**src/rtl/regfile_wb_ctrl.sv**
```systemverilog
// Register-file write-side controller: round-robin arbitration of three
// result sources (ALU, LSU, MDU) onto the single register-file write port,
// plus a 32-entry pending-write scoreboard and a sticky orphan-write flag.
module regfile_wb_ctrl #(
  parameter int XLEN = 64
) (
  input  logic            clk,
  input  logic            reset,
  input  logic            alu_valid,
  input  logic [4:0]      alu_rd,
  input  logic [XLEN-1:0] alu_wd,
  output logic            alu_ready,
  input  logic            lsu_valid,
  input  logic [4:0]      lsu_rd,
  input  logic [XLEN-1:0] lsu_wd,
  output logic            lsu_ready,
  input  logic            mdu_valid,
  input  logic [4:0]      mdu_rd,
  input  logic [XLEN-1:0] mdu_wd,
  output logic            mdu_ready,
  input  logic            iss_valid,
  input  logic [4:0]      iss_rd,
  output logic            iss_ready,
  output logic            rf_we,
  output logic [4:0]      rf_rd,
  output logic [XLEN-1:0] rf_wd,
  output logic [31:0]     busy,
  output logic            orphan_err
);

  // Source indices; index 3 is a never-valid filler so a 2-bit index is safe.
  localparam logic [1:0] SRC_ALU = 2'd0;
  localparam logic [1:0] SRC_LSU = 2'd1;
  localparam logic [1:0] SRC_MDU = 2'd2;

  logic [1:0]      rr_last_q, rr_last_d;
  logic            rf_we_q, rf_we_d;
  logic [4:0]      rf_rd_q, rf_rd_d;
  logic [XLEN-1:0] rf_wd_q, rf_wd_d;
  logic [31:0]     busy_q, busy_d;
  logic            orphan_q, orphan_d;

  logic [3:0]      src_vld;
  logic [1:0]      ord0, ord1, ord2;
  logic [1:0]      gnt_idx;
  logic            xfer;
  logic [4:0]      sel_rd;
  logic [XLEN-1:0] sel_wd;
  logic            iss_fire;

  assign src_vld = {1'b0, mdu_valid, lsu_valid, alu_valid};

  // Priority order starts at the source after the last one granted.
  always_comb begin
    ord0 = SRC_ALU;
    ord1 = SRC_LSU;
    ord2 = SRC_MDU;
    case (rr_last_q)
      SRC_ALU: begin ord0 = SRC_LSU; ord1 = SRC_MDU; ord2 = SRC_ALU; end
      SRC_LSU: begin ord0 = SRC_MDU; ord1 = SRC_ALU; ord2 = SRC_LSU; end
      default: begin ord0 = SRC_ALU; ord1 = SRC_LSU; ord2 = SRC_MDU; end
    endcase
  end

  // Pick the first valid source in rotated order; grants depend only on valids.
  always_comb begin
    gnt_idx = SRC_ALU;
    xfer    = 1'b0;
    if (src_vld[ord0]) begin
      gnt_idx = ord0;
      xfer    = 1'b1;
    end else if (src_vld[ord1]) begin
      gnt_idx = ord1;
      xfer    = 1'b1;
    end else if (src_vld[ord2]) begin
      gnt_idx = ord2;
      xfer    = 1'b1;
    end
  end

  assign alu_ready = xfer && (gnt_idx == SRC_ALU);
  assign lsu_ready = xfer && (gnt_idx == SRC_LSU);
  assign mdu_ready = xfer && (gnt_idx == SRC_MDU);

  // Steer the granted source's destination and data toward the write port.
  always_comb begin
    sel_rd = alu_rd;
    sel_wd = alu_wd;
    case (gnt_idx)
      SRC_LSU: begin sel_rd = lsu_rd; sel_wd = lsu_wd; end
      SRC_MDU: begin sel_rd = mdu_rd; sel_wd = mdu_wd; end
      default: begin sel_rd = alu_rd; sel_wd = alu_wd; end
    endcase
  end

  // Issue may proceed when its destination is x0 or has nothing in flight.
  assign iss_ready = (iss_rd == 5'd0) || !busy_q[iss_rd];
  assign iss_fire  = iss_valid && iss_ready && (iss_rd != 5'd0);

  // Next-state: write-port register, round-robin pointer, scoreboard, orphan flag.
  always_comb begin
    rr_last_d = rr_last_q;
    rf_we_d   = 1'b0;
    rf_rd_d   = rf_rd_q;
    rf_wd_d   = rf_wd_q;
    busy_d    = busy_q;
    orphan_d  = orphan_q;

    if (xfer) begin
      rr_last_d = gnt_idx;
      // x0 results are consumed but never written; index/data keep their values.
      if (sel_rd != 5'd0) begin
        rf_we_d = 1'b1;
        rf_rd_d = sel_rd;
        rf_wd_d = sel_wd;
      end
    end

    // Clear on the edge that commits the write, so data is readable once busy drops.
    if (rf_we_q) begin
      busy_d[rf_rd_q] = 1'b0;
      if (!busy_q[rf_rd_q]) orphan_d = 1'b1;
    end
    // A same-cycle set to the cleared index wins over the clear.
    if (iss_fire) busy_d[iss_rd] = 1'b1;
    busy_d[0] = 1'b0;
  end

  // State registers; asynchronous reset drops any pending write pulse.
  always_ff @(posedge clk or posedge reset) begin
    if (reset) begin
      rr_last_q <= SRC_MDU;
      rf_we_q   <= 1'b0;
      rf_rd_q   <= 5'd0;
      rf_wd_q   <= '0;
      busy_q    <= 32'd0;
      orphan_q  <= 1'b0;
    end else begin
      rr_last_q <= rr_last_d;
      rf_we_q   <= rf_we_d;
      rf_rd_q   <= rf_rd_d;
      rf_wd_q   <= rf_wd_d;
      busy_q    <= busy_d;
      orphan_q  <= orphan_d;
    end
  end

  assign rf_we      = rf_we_q;
  assign rf_rd      = rf_rd_q;
  assign rf_wd      = rf_wd_q;
  assign busy       = busy_q;
  assign orphan_err = orphan_q;

endmodule

```
**config.mk**
```make
export PLATFORM = sky130hd
export DESIGN_NAME = regfile_wb_ctrl
export DESIGN_NICKNAME = d
export VERILOG_FILES = /design/src/rtl/regfile_wb_ctrl.sv
export SDC_FILE = /design/constraint.sdc
export NUM_CORES = 1
export LEC_CHECK = 0
export BUFFER_PORTS_ARGS = -buffer_cell sky130_fd_sc_hd__buf_2
export CORE_UTILIZATION = 35
export DETAILED_ROUTE_END_ITERATION = 12
export GPL_TIMING_DRIVEN = 0
export PLACE_DENSITY = 0.73
export RECOVER_POWER = 25
export SLEW_MARGIN = 40
export SYNTH_ARGS = -nofsm -noshare
export SYNTH_HDL_FRONTEND = slang
export SYNTH_SLANG_ARGS = --single-unit
```
**constraint.sdc**
```tcl
create_clock -name clk -period 3.86 [get_ports clk]
set_input_delay 0.579 -clock clk [delete_from_list [all_inputs] [get_ports clk]]
set_output_delay 0.579 -clock clk [all_outputs]
set_load 0.05 [all_outputs]
```
==> impl_metrics.py <==
metrics = {
    "run_status": {
        "status": "complete, but fails checks",
        "violations": "capacitance limit, slew limit",
    },
    "power_and_ir_drop": {
        "total_power_mw": 5.857,
        "switchingPower_mw": 3.033,
        "pwr-share-clk": 0.156,
        "seq_power_share": 0.308,
        "swShare": 0.5178,
        "power_density_nw_per_um2": 716.5,
        "vdd_ir_drop_max_mv": 0.4902,
        "leakagePower_nw": 3.880,
        "internal_power_mw": 2.824,
        "pwr-share-comb": 0.536,
    },
    "drt": {
        "ant_nets": 0,
        "drc": 0,
        "via_count": 6472,
        "firstDrtPassIters": 5,
        "viasPerCell": 5.499,
        "routed_wl_mm": 22.91,
        "first_iter_violations": 491,
        "wire_per_inst_um": 19.47,
    },
    "logic_synthesis": {
        "synth_edf_count": 0,
        "syn_area_sq_um": 5986,
        "synth.distinct_cells": 42,
        "synth_cells": 616,
        "synth_ff_type": "dfrtp_1",
        "async_flop_share": 1.000,
        "ys_warn_count": 0,
        "synth_seq_area_share": 0.4350,
        "syn_area_per_cell_sq_um": 9.717,
        "synth_seq_cells": 104,
        "synth_nets": 837,
    },
    "setup_path": {
        "arrival_ns": 3.72,
        "cp-end-kind": "flop",
        "critical_path_class": "reg2reg",
        "required_ns": 4.09,
        "start_kind": "flop",
        "cp_max_fo": 16,
    },
    "global_routing": {
        "grt_pass1_wl_mm": 34.87,
        "antenna_found_initial": 10,
        "grt_max_degree": 64,
        "grt_usage": 0.2597,
        "met1_usage": 0.3118,
        "top_usage_layer": "met2",
        "met3_usage": 0.07625,
        "grt_pass1_vias": 6335,
        "overflow": 0,
        "grt_use_met2": 0.4213,
    },
    "cells_and_area": {
        "nNetsFinal": 1169,
        "seqCellArea_sq_um": 2604,
        "layout_common_cells": "buf_2 (333), dfrtp_1 (103), nor2_1 (73)",
        "multi_input_area_sq_um": 3131,
        "syn_to_final_growth_pct": 36.56,
        "fillerInstances": 1631,
        "finish.utilization": 0.4912,
        "layout-drive-gt1-share": 0.4055,
        "final_common_cell": "buf_2",
    },
    "placement": {
        "dp_slack_ns": 0.3278,
        "gp_congestion": 0.9883,
        "detailed_place_hpwl_mm": 18.09,
        "port_buffers": 321,
    },
    "timing": {
        "finalHoldViolCount": 0,
        "worst_pin_slew_ns": 2.051,
        "fin_crit_sh": 0.9035,
        "clock.fmax_mhz": 286.8,
        "finalSetupViolations": 0,
        "period_needed_ns": 3.487,
        "fin_worst_skew_ns": 0.007794,
        "setup_ws_ns": 0.3727,
        "relSlewSlack": -0.3746,
        "maxSlewViolCount": 107,
        "setup_total_negative_slack_ns": 0,
        "grt_setup_unrepaired": "no",
    },
    "clock_network": {
        "cts_buffer_depth": 2,
        "cts_root_buffer": "clkbuf_16",
        "ctsResizeCount": 0,
        "cts_tree": "built",
        "clkTransAtPathRegs_ns": 0.07,
        "cts.sinks": 104,
        "h-tree-depth": 3,
        "cts_buffers": 9,
        "insertion_delay_ns": 0.35,
    },
    "floorplan": {
        "placementRows": 47,
        "core-area_sq_um": 16640,
        "fp.dieW_um": 132.8,
        "ios": 325,
        "dieArea_sq_um": 17630,
        "chipHeight_um": 132.8,
        "start_util": 0.3597,
    },
    "run": {
        "maxCapViolCount": 2,
    },
    "worst_hold_path": {
        "hp-class": "reg2reg",
    },
}
[through the flow]
step	cell area, sq um	std cells	hold slack, ns
final	8174	1177	0.4877
after global routing	8172	1176	0.4959
after CTS	8194	1173	0.2148
after detailed placement	7903	1158	0.4694
after global placement	7868	1157	0.4637
after floorplan	5986	616	0.4611
[final cells by class]
type	instances	area share
antenna	5	0.001531
buffer	47	0.02663
clock buffer	12	0.03260
clock inverter	3	0.003061
inverter	8	0.003827
multi-input combinational	456	0.3830
sequential	104	0.3185
tap	220	0.03368
timing repair buffer	322	0.1972
[power by group through the flow]
stage	Clock, mW	Sequential (mW)	Combinational [mW]
final	0.911	1.81	3.14
after global routing	0.970	1.84	3.31
after CTS	0.933	1.79	3.15
after detailed placement	0	1.81	3.14
after global placement	0	1.79	3.10
after floorplan	0	3.05	0.967
[flip-flops by register name (all words and copies together), names as in the netlist]
signal	flops
busy	31
orphan_err	1
rf_we	1
rf_rd	5
rr_last_q	2
rf_wd	64
[worst paths after layout]
check | startpoint | end | cells past startpoint | slack [ns]
worst max register to register | rr_last_q[1]$_DFFE_PP1P_ | rf_wd[55]$_DFFE_PP0P_ | 11 | 0.37
max in group asynchronous | reset | rf_wd[50]$_DFFE_PP0P_ | 3 | 0.80
min in group asynchronous | reset | rf_wd[27]$_DFFE_PP0P_ | 2 | 0.75
worst min-delay path | rf_wd[27]$_DFFE_PP0P_ | rf_wd[27]$_DFFE_PP0P_ | 1 | 0.49
worst max-delay path | rr_last_q[1]$_DFFE_PP1P_ | rf_wd[55]$_DFFE_PP0P_ | 11 | 0.37
worst min register to register | rf_wd[27]$_DFFE_PP0P_ | rf_wd[27]$_DFFE_PP0P_ | 1 | 0.49
[metal layers]
layer / wire [um] / vias to the layer above
met4: 837 / 6
li1: - / 2931
met5: 30 / -
met3: 2149 / 59
met2: 11090 / 362
met1: 8800 / 3114
[cell families (layout without fill, tap and decap cells)]
logic type	after synthesis	count (layout)	synth area share
buffers and inverters	56	392	0.04202
flip-flops	104	104	0.4350
AO/OA/AOI/OAI	229	229	0.2260
multiplexers	87	87	0.1816
AND/OR/NAND/NOR	136	136	0.1085
adder cells (fa/ha/maj)	3	3	0.006272
other	1	6	0.0006265
[timing repair]
| item | 4_1_cts | 5_1_grt |
|---|---|---|
| hold buffers | 0 | 0 |
| buffers inserted | 0 | 0 |
| endpoints found under the setup margin | 0 | 1 |
[cells in the mapped netlist, drive strengths merged, types with 8 or more instances]
cell	number	share of area
o22ai	8	0.0084
mux2i	16	0.027
clkbuf	24	0.015
a22oi	69	0.087
nor2	73	0.046
nand2	19	0.012
buf	24	0.022
inv	8	0.0050
a21oi	73	0.062
mux2	65	0.13
dfrtp	103	0.43
o21ai	74	0.062
[worst max-delay path: stages, from the launching register on]
cell and delay (ns):
dfstp_2 0.57, a21oi_1 0.07, o21ai_0 0.37, ha_1 0.22
buf_2 0.34, a22oi_1 0.16, a21oi_1 0.45, nor4_4 0.09
a21oi_2 0.35, buf_6 0.22, buf_6 0.20, mux2_4 0.31
Power figures use the tool's default switching activity.
